### src/rtl/cla_add_scheduler_pkg.sv
// Shared definitions for the carry-lookahead adder scheduler.
//   WordW / DwordW : width of one adder pass and of a full double-word operand.
//   state_e        : scheduler FSM states.
package cla_add_scheduler_pkg;

    localparam int unsigned WordW  = 32;
    localparam int unsigned DwordW = 64;

    typedef enum logic [1:0] {
        StIdle = 2'd0,
        StLo   = 2'd1,
        StHi   = 2'd2,
        StResp = 2'd3
    } state_e;

endpackage

### src/rtl/cla_add_scheduler_cla.sv
// 32-bit carry-lookahead adder built from eight 4-bit lookahead groups.
//   a, b : operands
//   cin  : carry-in
//   sum  : a + b + cin modulo 2^32
//   cout : carry-out of bit 31
module cla_add_scheduler_cla (
    input  logic [31:0] a,
    input  logic [31:0] b,
    input  logic        cin,
    output logic [31:0] sum,
    output logic        cout
);

    logic [31:0] g;
    logic [31:0] p;
    logic [32:0] c;

    assign g = a & b;
    assign p = a ^ b;

    // Each group's four carries are expanded directly from the group carry-in.
    always_comb begin
        logic [3:0] gg;
        logic [3:0] pp;
        logic       ci;
        gg   = '0;
        pp   = '0;
        ci   = 1'b0;
        c    = '0;
        c[0] = cin;
        for (int k = 0; k < 8; k++) begin
            gg = g[4*k +: 4];
            pp = p[4*k +: 4];
            ci = c[4*k];
            c[4*k+1] = gg[0] | (pp[0] & ci);
            c[4*k+2] = gg[1] | (pp[1] & gg[0]) | (pp[1] & pp[0] & ci);
            c[4*k+3] = gg[2] | (pp[2] & gg[1]) | (pp[2] & pp[1] & gg[0])
                     | (pp[2] & pp[1] & pp[0] & ci);
            c[4*k+4] = gg[3] | (pp[3] & gg[2]) | (pp[3] & pp[2] & gg[1])
                     | (pp[3] & pp[2] & pp[1] & gg[0])
                     | (pp[3] & pp[2] & pp[1] & pp[0] & ci);
        end
    end

    assign sum  = p ^ c[31:0];
    assign cout = c[32];

endmodule

### src/rtl/cla_add_scheduler_rr_arbiter.sv
// Round-robin arbiter, purely combinational.
//   req       : request vector
//   ptr       : highest-priority index for this round
//   grant     : one-hot grant, zero when no request is present
//   grant_idx : index of the granted requester (0 when none)
//   grant_any : at least one request is present
module cla_add_scheduler_rr_arbiter #(
    parameter int unsigned N   = 4,
    parameter int unsigned IdW = 2
) (
    input  logic [N-1:0]   req,
    input  logic [IdW-1:0] ptr,
    output logic [N-1:0]   grant,
    output logic [IdW-1:0] grant_idx,
    output logic           grant_any
);

    // Scan circularly starting at ptr; the first set request wins.
    always_comb begin
        int unsigned idx;
        idx       = 0;
        grant     = '0;
        grant_idx = '0;
        grant_any = 1'b0;
        for (int unsigned i = 0; i < N; i++) begin
            idx = (32'(ptr) + i) % N;
            if (!grant_any && req[idx]) begin
                grant_any  = 1'b1;
                grant[idx] = 1'b1;
                grant_idx  = IdW'(idx);
            end
        end
    end

endmodule

### src/rtl/cla_add_scheduler.sv
// Shares one 32-bit carry-lookahead adder among NUM_REQ requesters.
// Round-robin grant in IDLE; 32-bit adds take one adder pass, 64-bit adds take a low
// pass and a high pass with the carry held in between.
//   clk, rst               : clock, asynchronous active-high reset
//   req_valid / req_ready  : per-requester handshake, req_ready one-hot and only in IDLE
//   req_a, req_b           : 64-bit operands, requester i at [64*i+63:64*i]
//   req_cin, req_w64       : per-requester carry-in and 64-bit select
//   rsp_valid / rsp_ready  : response handshake
//   rsp_id, rsp_sum, rsp_cout : owner, sum, carry-out of the last word computed
module cla_add_scheduler
    import cla_add_scheduler_pkg::*;
#(
    parameter  int unsigned NUM_REQ = 4,
    localparam int unsigned ID_W    = (NUM_REQ > 1) ? $clog2(NUM_REQ) : 1
) (
    input  logic                  clk,
    input  logic                  rst,
    input  logic [NUM_REQ-1:0]    req_valid,
    output logic [NUM_REQ-1:0]    req_ready,
    input  logic [NUM_REQ*64-1:0] req_a,
    input  logic [NUM_REQ*64-1:0] req_b,
    input  logic [NUM_REQ-1:0]    req_cin,
    input  logic [NUM_REQ-1:0]    req_w64,
    output logic                  rsp_valid,
    input  logic                  rsp_ready,
    output logic [ID_W-1:0]       rsp_id,
    output logic [63:0]           rsp_sum,
    output logic                  rsp_cout
);

    state_e state_q, state_d;

    logic [ID_W-1:0]   ptr_q;
    logic [ID_W-1:0]   ptr_next;
    logic [DwordW-1:0] a_q, b_q;
    logic              cin_q, w64_q;
    logic [ID_W-1:0]   id_q;
    logic [WordW-1:0]  sum_lo_q, sum_hi_q;
    logic              carry_lo_q, cout_q;

    logic [NUM_REQ-1:0] grant;
    logic [ID_W-1:0]    grant_idx;
    logic               grant_any;
    logic               accept;
    logic [DwordW-1:0]  sel_a, sel_b;

    logic [WordW-1:0] add_a, add_b, add_sum;
    logic             add_cin, add_cout;

    cla_add_scheduler_rr_arbiter #(
        .N   (NUM_REQ),
        .IdW (ID_W)
    ) u_arb (
        .req       (req_valid),
        .ptr       (ptr_q),
        .grant     (grant),
        .grant_idx (grant_idx),
        .grant_any (grant_any)
    );

    cla_add_scheduler_cla u_cla (
        .a    (add_a),
        .b    (add_b),
        .cin  (add_cin),
        .sum  (add_sum),
        .cout (add_cout)
    );

    assign accept   = (state_q == StIdle) && grant_any;
    assign sel_a    = req_a[DwordW*grant_idx +: DwordW];
    assign sel_b    = req_b[DwordW*grant_idx +: DwordW];
    // Wraps to 0 after the last requester; constant 0 when NUM_REQ is 1.
    assign ptr_next = (grant_idx == ID_W'(NUM_REQ - 1)) ? '0 : grant_idx + ID_W'(1);

    // State register
    always_ff @(posedge clk or posedge rst) begin
        if (rst) begin
            state_q <= StIdle;
        end else begin
            state_q <= state_d;
        end
    end

    // Next-state logic
    always_comb begin
        state_d = state_q;
        unique case (state_q)
            StIdle:  if (accept) state_d = StLo;
            StLo:    state_d = w64_q ? StHi : StResp;
            StHi:    state_d = StResp;
            StResp:  if (rsp_ready) state_d = StIdle;
            default: state_d = StIdle;
        endcase
    end

    // Outputs and adder input mux; adder inputs are zero outside LO/HI.
    always_comb begin
        req_ready = '0;
        rsp_valid = 1'b0;
        add_a     = '0;
        add_b     = '0;
        add_cin   = 1'b0;
        unique case (state_q)
            StIdle: req_ready = rst ? '0 : grant;
            StLo: begin
                add_a   = a_q[WordW-1:0];
                add_b   = b_q[WordW-1:0];
                add_cin = cin_q;
            end
            StHi: begin
                add_a   = a_q[DwordW-1:WordW];
                add_b   = b_q[DwordW-1:WordW];
                add_cin = carry_lo_q;
            end
            StResp:  rsp_valid = 1'b1;
            default: ;
        endcase
    end

    // Operand, pointer and result registers
    always_ff @(posedge clk or posedge rst) begin
        if (rst) begin
            ptr_q      <= '0;
            a_q        <= '0;
            b_q        <= '0;
            cin_q      <= 1'b0;
            w64_q      <= 1'b0;
            id_q       <= '0;
            sum_lo_q   <= '0;
            sum_hi_q   <= '0;
            carry_lo_q <= 1'b0;
            cout_q     <= 1'b0;
        end else begin
            if (accept) begin
                a_q      <= sel_a;
                b_q      <= sel_b;
                cin_q    <= req_cin[grant_idx];
                w64_q    <= req_w64[grant_idx];
                id_q     <= grant_idx;
                ptr_q    <= ptr_next;
                sum_hi_q <= '0;  // upper word stays zero for 32-bit adds
            end
            if (state_q == StLo) begin
                sum_lo_q   <= add_sum;
                carry_lo_q <= add_cout;
                cout_q     <= add_cout;
            end
            if (state_q == StHi) begin
                sum_hi_q <= add_sum;
                cout_q   <= add_cout;
            end
        end
    end

    assign rsp_id   = id_q;
    assign rsp_sum  = {sum_hi_q, sum_lo_q};
    assign rsp_cout = cout_q;

endmodule

### config.mk
export PLATFORM = sky130hd
export DESIGN_NAME = cla_add_scheduler
export DESIGN_NICKNAME = d
export VERILOG_FILES = /design/src/rtl/cla_add_scheduler_pkg.sv /design/src/rtl/cla_add_scheduler_cla.sv /design/src/rtl/cla_add_scheduler_rr_arbiter.sv /design/src/rtl/cla_add_scheduler.sv
export SDC_FILE = /design/constraint.sdc
export NUM_CORES = 1
export LEC_CHECK = 0
export BUFFER_PORTS_ARGS = -buffer_cell sky130_fd_sc_hd__buf_2
export CORE_AREA = 2 2 230 232
export CTS_BUF_LIST = sky130_fd_sc_hd__clkbuf_4 sky130_fd_sc_hd__clkbuf_8
export CTS_CLUSTER_SIZE = 24
export DETAILED_ROUTE_END_ITERATION = 7
export DIE_AREA = 0 0 232 234
export PLACE_DENSITY = 0.51
export SYNTH_ARGS = -nofsm -noshare
export SYNTH_HDL_FRONTEND = slang
export SYNTH_HIERARCHICAL = 1
export SYNTH_SLANG_ARGS = --single-unit
### constraint.sdc
create_clock -name clk -period 10.4 [get_ports clk]
set_input_delay 1.04 -clock clk [delete_from_list [all_inputs] [get_ports clk]]
set_output_delay 1.04 -clock clk [all_outputs]
set_load 0.05 [all_outputs]
Word-level counts from Yosys, hierarchy flattened
Cells that the tools add are included.
{"block": "word_totals", "regBits": 202, "inputBits": 527, "out_inout_bits": 72, "elab_cells": 308}
{"block": "op_classes", "addsub": 4, "order_cmp": 9, "eq_ne": 6, "shift": 2, "n_mux": 47, "bitwise": 214, "n_reduce_logical": 15}
{"cell": "256-bit by 9-bit variable part select with 64-bit output", "n": 2}
{"cell": "1-bit AND", "n": 128}
{"cell": "32-bit case mux with 2 select lines", "n": 2}
{"cell": "1-bit OR", "n": 80}
{"cell": "32-bit 2-to-1 mux", "n": 2}
{"cell": "32-bit bitwise XOR", "n": 2}
{"cell": "32-bit AND", "n": 1}
{"cell": "4-bit 2-to-1 mux", "n": 6}
{"cell": "1-bit 2-to-1 mux", "n": 18}
{"cell": "2-bit by 3-bit less-than comparator with 1-bit output (second input constant)", "n": 5}
{"cell": "2-bit 2-to-1 mux", "n": 7}
{"cell": "1-bit binary-select mux with 2-bit select", "n": 6}
{"cell": "4-bit OR", "n": 3}
{"cell": "1-bit demux with 2-bit select", "n": 4}
{"cell": "2-bit by 1-bit greater-or-equal comparator with 1-bit output (second input constant)", "n": 4}
{"cell": "1-bit logical AND", "n": 8}
{"cell": "2-bit case mux with 4 select lines", "n": 1}
{"cell": "2-bit equality test (second input constant)", "n": 3}
{"cell": "2-bit by 1-bit adder with 2-bit output (second input constant)", "n": 2}
{"cell": "2-bit adder (second input constant)", "n": 2}
{"cell": "2-bit inequality test (second input constant)", "n": 2}
{"cell": "2-bit nonzero test", "n": 2}
{"cell": "1-bit logical NOT", "n": 3}
{"cell": "2-bit by 1-bit equality test with 1-bit output (second input constant)", "n": 1}
{"cell": "other kinds (3)", "n": 3}

Longest topological paths before layout
{"block": "logic_depth", "depth_word": 24, "ltp_mapped": 17, "mapped_depth_nobuf": 15}

Hierarchy
The synthesis kept the hierarchy.
{"mod": "cla_add_scheduler", "n_inst": 1, "cells_each": 1121, "area_each_um2": 11790.1, "seq_area_each_um2": 5054.8}
{"mod": "cla_add_scheduler_cla", "n_inst": 1, "cells_each": 164, "area_each_um2": 1388.8, "seq_area_each_um2": 0.0}
{"mod": "cla_add_scheduler_rr_arbiter", "n_inst": 1, "cells_each": 45, "area_each_um2": 419.2, "seq_area_each_um2": 0.0}

Least setup slack after synthesis
No wires, ideal clock.
{"block": "synth_path", "path_kind": "register to register", "from": "register state_q[0]", "to": "register sum_lo_q[29]", "setup_time_ns": 0.125, "arrival_ns": 3.823, "t_required_ns": 10.275, "setup_slack_ns": 6.452, "stages_incl_launch_ff": 17, "n_path_buf": 2, "synth_period_minus_slack_ns": 3.948, "path_cell_list": "dfrtp_1 -> inv_1 -> ha_1 -> clkbuf_1 -> buf_1 -> a22oi_1 -> nor2b_1 -> ha_1 -> a21o_1 -> and3_4 -> a2111oi_4 -> a41oi_4 -> a21o_1 -> a21o_1 -> fa_1 -> xor2_1 -> mux2_2"}
{"block": "synth_via", "elab_cells_between_ends": 87, "classes_between": "eq/ne: 2; mux: 3; bitwise: 82"}
{"element": "start: declaration", "line_no": "cla_add_scheduler.sv:31", "rtl": "state_e state_q, state_d;"}
{"element": "start signal: assignment", "line_no": "cla_add_scheduler.sv:78", "rtl": "state_q <= StIdle;"}
{"element": "start signal: assignment", "line_no": "cla_add_scheduler.sv:80", "rtl": "state_q <= state_d;"}
{"element": "2-bit equality test or 2-bit by 1-bit equality test with 1-bit output (tied branches)", "line_no": "cla_add_scheduler.sv:103", "rtl": "unique case (state_q)"}
{"element": "32-bit case mux with 2 select lines (*)", "line_no": "cla_add_scheduler.sv:103"}
{"element": "via add_a[13]", "line_no": "cla_add_scheduler.sv:47", "rtl": "logic [WordW-1:0] add_a, add_b, add_sum;"}
{"element": "32-bit AND or 32-bit bitwise XOR (tied branches)", "line_no": "cla_add_scheduler_cla.sv:18, cla_add_scheduler_cla.sv:19"}
{"element": "1-bit AND (on tied branches)", "line_no": "cla_add_scheduler_cla.sv:39, cla_add_scheduler_cla.sv:40, cla_add_scheduler_cla.sv:41"}
{"element": "1-bit OR, or another cell as far along", "line_no": "cla_add_scheduler_cla.sv:39", "rtl": "c[4*k+4] = gg[3] | (pp[3] & gg[2]) | (pp[3] & pp[2] & gg[1])"}
{"element": "1-bit OR or 1-bit AND (tied branches)", "line_no": "cla_add_scheduler_cla.sv:40, cla_add_scheduler_cla.sv:41"}
{"element": "1-bit OR (*)", "line_no": "cla_add_scheduler_cla.sv:41", "rtl": "| (pp[3] & pp[2] & pp[1] & pp[0] & ci);"}
{"element": "(+2 left out)"}
{"element": "1-bit AND (*)", "line_no": "cla_add_scheduler_cla.sv:41"}
{"element": "1-bit OR (*)", "line_no": "cla_add_scheduler_cla.sv:41"}
{"element": "1-bit AND (*)", "line_no": "cla_add_scheduler_cla.sv:41"}
{"element": "1-bit OR (*)", "line_no": "cla_add_scheduler_cla.sv:41"}
{"element": "1-bit AND (*)", "line_no": "cla_add_scheduler_cla.sv:35", "rtl": "c[4*k+1] = gg[0] | (pp[0] & ci);"}
{"element": "1-bit OR (*)", "line_no": "cla_add_scheduler_cla.sv:35"}
{"element": "32-bit bitwise XOR (*)", "line_no": "cla_add_scheduler_cla.sv:45", "rtl": "assign sum = p ^ c[31:0];"}
{"element": "via add_sum[29]", "line_no": "cla_add_scheduler.sv:47"}
{"element": "end signal: assignment", "line_no": "cla_add_scheduler.sv:144", "rtl": "sum_lo_q <= add_sum;"}
{"element": "end: declaration", "line_no": "cla_add_scheduler.sv:38", "rtl": "logic [WordW-1:0] sum_lo_q, sum_hi_q;"}
The timed path passes the listed nets; every way through them passes the cells marked *.
A chain may end at the register's enable or synchronous reset.

Worst setup path after layout
{"block": "layout_path", "from": "register state_q[1]", "to": "register sum_lo_q[25]"}
{"block": "layout_via", "elab_cells_between_ends": 76, "classes_between": "eq/ne: 2; mux: 3; bitwise: 71"}
{"element": "2-bit equality test or 2-bit by 1-bit equality test with 1-bit output (tied branches)", "line_no": "cla_add_scheduler.sv:103"}
{"element": "32-bit case mux with 2 select lines (*)", "line_no": "cla_add_scheduler.sv:103"}
{"element": "via add_a[13]", "line_no": "cla_add_scheduler.sv:47"}
{"element": "32-bit AND or 32-bit bitwise XOR (tied branches)", "line_no": "cla_add_scheduler_cla.sv:18, cla_add_scheduler_cla.sv:19"}
{"element": "1-bit AND (on tied branches)", "line_no": "cla_add_scheduler_cla.sv:39, cla_add_scheduler_cla.sv:40, cla_add_scheduler_cla.sv:41"}
{"element": "1-bit OR, or another cell as far along", "line_no": "cla_add_scheduler_cla.sv:39"}
{"element": "1-bit OR or 1-bit AND (tied branches)", "line_no": "cla_add_scheduler_cla.sv:40, cla_add_scheduler_cla.sv:41"}
{"element": "1-bit OR (*)", "line_no": "cla_add_scheduler_cla.sv:41"}
{"element": "1-bit AND (*)", "line_no": "cla_add_scheduler_cla.sv:41"}
{"element": "1-bit OR (*)", "line_no": "cla_add_scheduler_cla.sv:41"}
{"element": "1-bit AND (*)", "line_no": "cla_add_scheduler_cla.sv:41"}
{"element": "1-bit OR (*)", "line_no": "cla_add_scheduler_cla.sv:41"}
{"element": "1-bit AND (*)", "line_no": "cla_add_scheduler_cla.sv:35"}
{"element": "1-bit OR (*)", "line_no": "cla_add_scheduler_cla.sv:35"}
{"element": "32-bit bitwise XOR (*)", "line_no": "cla_add_scheduler_cla.sv:45"}
{"element": "via add_sum[25]", "line_no": "cla_add_scheduler.sv:47"}
Marks and branches as above.

==> results by group <==
Outcome
  – Status: complete, no violations

Timing
  – F_max: 202 MHz
  – Minimum clock period: 4.95 ns
  – Final Hold Fails: 0
  – Fin worst setup slack: 5.45 ns
  – Worst Clk Skew: 0.0253 ns
  – Final period util: 0.476
  – # setup viols final: 0
  – RSZ-0062 raised after global routing: false
  – Fin Setup TNS: 0 ns
  – Slew @ Worst Pin: 1.14 ns
  – Hold slack: 0.470 ns
  – Max_slew headroom: 0.242
  – Final count of pins violating max slew: 0

Power and ir drop
  – Sequential fraction of design power: 0.223
  – PwrDens: 374 mW/mm²
  – Tot Pwr: 0.00669 W
  – Clock share of power: 0.123
  – VDD IR max: 0.315 mV
  – Sw frac: 0.507
  – Leakage power: 9.12 nW
  – Psw: 0.00339 W
  – Internal Power: 0.00330 W
  – Comb pwr share: 0.654

Floorplanning
  – Core Area: 0.0520 mm²
  – Die H: 234 µm
  – Die Wd: 232 µm
  – Rows: 84
  – Top-level I/O count: 599
  – Die area: 0.0543 mm²
  – Starting Density: 0.261

Finish
  – Fraction of layout cells with a size suffix above 1: 0.394
  – Layout net count: 2454
  – Combined flip-flop and latch cell area: 0.00505 mm²
  – Area Growth Syn to Fin: 31.6%
  – Commonest non-fill, non-tap cell in the layout: buf_2
  – Final Util: 0.344
  – Most frequent cells in the layout: buf_2 (598), mux2i_1 (261), nand2_1 (212)
  – Fillcell total: 5377
  – Area of the multi-input gates: 0.00802 mm²

Routing
  – DR vias: 12800
  – Final wirelength: 57.3 mm
  – Starting DRC count in detailed routing: 695
  – DR pass1 iterations: 5
  – DR DRC count: 0
  – DRT antenna net count: 0
  – WL per Instance: 22.1 µm
  – Routed vias/inst: 4.94

Global routing
  – Largest net degree at the start of global routing: 100
  – All-Layer GR Usage: 0.205
  – Met2 Use GR: 0.358
  – Total gr overflow: 0
  – Busiest layer in global routing: met2
  – Initial antenna violation count: 5
  – Global-route wire length before repair: 82.5 mm
  – GR Util met3: 0.0278
  – Met1 Use GR: 0.268
  – Vias in the first global route: 13100

Synth
  – Post-Syn Nets: 1909
  – Top_reg_cell synth: dfrtp_1
  – Synth Area in XOR/XNOR: 0.0135
  – Fraction of registers with async set/reset: 1.00
  – Adder-cell share of the synthesized area: 0.0523
  – Largest family of logic cells by synthesized area: multiplexers
  – Distinct cells, synth: 58
  – Largest cells by area after synthesis: dfrtp_1 (37%), mux2i_1 (19%), o221ai_1 (7.7%)
  – Post-synth EDFFs: 0
  – Syn_area_per_cell: 10.2 µm²
  – Synth Area in Compound Gates: 0.179
  – Register area share after synthesis: 0.372
  – Mapped Cells: 1330
  – Warnings, synthesis: 6
  – Area leader, netlist: dfrtp_1
  – Synth Area in Simple Gates: 0.108
  – Post-synthesis mux area share: 0.232
  – Mapped Area: 0.0136 mm²
  – Area share of the largest cell type after synthesis: 0.372
  – Synthesis-stage register bit count: 202

Clocking
  – H-tree Lvls: 2
  – CTS tree: yes
  – Clock latency on the worst-skew pair: 0.59 ns
  – Reg clk slew, reported paths: 0.06 ns
  – TritonCTS buffer count: 39
  – Post-CTS setup buffers: 0
  – CTS sink cnt: 202
  – Clock root buffer master: clkbuf_8
  – CTS max path bufs: 3
  – Number of gates resized after cts: 0
  – Hold buffer count at cts: 0

Worst setup path
  – Worst r2r src: state_q[1]
  – CP startpoint: state_q[1]
  – CP arrival: 5.41 ns
  – Reg2reg setup slack: 5.45 ns
  – Crit path capture type: flop
  – Reg2Reg Depth: 15
  – Critical Path Max Stage Delay: 0.77 ns
  – CP delay by family, top: compound AO/OA/AOI/OAI gates
  – CP Data Required Time: 10.87 ns
  – CP max-delay cell: buf_4
  – Critical Path Source Type: flop
  – R2r endpoint: sum_lo_q[25]
  – Top cell by count, worst path: inv_1
  – Critical path depth in cells: 15
  – Crit path buf inv count: 3
  – Crit path max fanout: 75
  – CP Class: reg2reg
  – Critical-path cell list: inv_1, ha_4, buf_4, a22oi_1, nor2b_1, ha_1, a21o_1, and3_4, a2111oi_4, a41oi_4, a211oi_2, inv_1, fa_1, xor2_1, mux2_2

Placement
  – Port Buffers: 598
  – Dpl ws: 5.48 ns
  – GP Congestion: 0.872
  – Post-DP HPWL: 45.7 mm

Min path
  – Hold path cells: 2
  – Hold path startpoint: sum_hi_q[23]
  – Worst hold path type: reg2reg
  – Hold EP: sum_hi_q[23]

Flow run
  – Max-Cap Viols: 0
## cell families after synthesis
| family | count (synthesis) |
|---|---|
| multiplexers | 304 |
| flip-flops | 202 |
| adder cells (fa/ha/maj) | 52 |
| buffers and inverters | 124 |
| AO/OA/AOI/OAI | 305 |
| XOR/XNOR | 21 |
| AND/OR/NAND/NOR | 322 |
## state kept, by name, indices dropped and copies added, names as in the netlist
register / count
a_q: 64
b_q: 64
carry_lo_q: 1
cin_q: 1
ptr_q: 2
rsp_cout: 1
rsp_id: 2
state_q: 2
sum_hi_q: 32
sum_lo_q: 32
w64_q: 1
## cell usage after synthesis, drive strengths merged (2+ instances only)
master / count
nor3: 4
buf: 49
inv: 15
a31oi: 2
clkbuf: 60
mux2: 39
dfrtp: 202
a311oi: 2
nor2: 10
a211oi: 2
a41oi: 2
o221ai: 130
nand3: 7
a2111oi: 2
nor2b: 69
ha: 44
o31ai: 3
a21o: 15
mux2i: 261
o21ai: 44
a21oi: 15
or2: 3
nand2b: 3
nand2: 213
fa: 8
xor2: 15
o21bai: 6
a22oi: 73
and3: 2
xnor2: 6
mux4: 4
and2: 6
## tightest hold or removal path, cell delays in order, from the launching register on
cell and delay [ns]:
dfrtp_1 0.33, nand2_1 0.04, o21ai_0 0.06
## metrics by stage
stage                     cell area [µm²]  cells
after global placement              17100   2522
after global routing                17900   2589
final                               17900   2591
after CTS                           17900   2588
after floorplan                     13600   1330
after detailed placement            17100   2522
## area by class of cell
| cell class | count | area share |
|---|---|---|
| antenna | 3 | 0.000419 |
| clock buffer | 62 | 0.0428 |
| clock inverter | 4 | 0.00147 |
| inverter | 15 | 0.00356 |
| multi-input combinational | 1004 | 0.448 |
| sequential | 202 | 0.282 |
| tap | 688 | 0.0481 |
| timing repair buffer | 613 | 0.173 |
## power by group through the flow
stage	clock, W	combinational (W)	sequential (W)
floorplan	0	0.00304	0.00165
CTS	0.000847	0.00444	0.00152
finish	0.000822	0.00437	0.00149
global placement	0	0.00437	0.00153
detailed placement	0	0.00442	0.00153
global route	0.000890	0.00476	0.00154
## per-layer routing
layer / vias to the layer above / share of wire
met2: 382 / 0.50
li1: 6082 / -
met5: - / 0.00059
met4: 6 / 0.017
met3: 62 / 0.041
met1: 6280 / 0.44
## worst max-delay path by stage
| stage | to | slack (ns) |
|---|---|---|
| after floorplan | a_q[0] | 3.85 |
| after global placement | sum_lo_q[25] | 5.60 |
| after detailed placement | sum_lo_q[25] | 5.48 |
| after CTS | sum_lo_q[25] | 5.45 |
| after global routing | sum_hi_q[25] | 5.10 |
| final | sum_lo_q[25] | 5.45 |
Power figures use the tool's default switching activity.
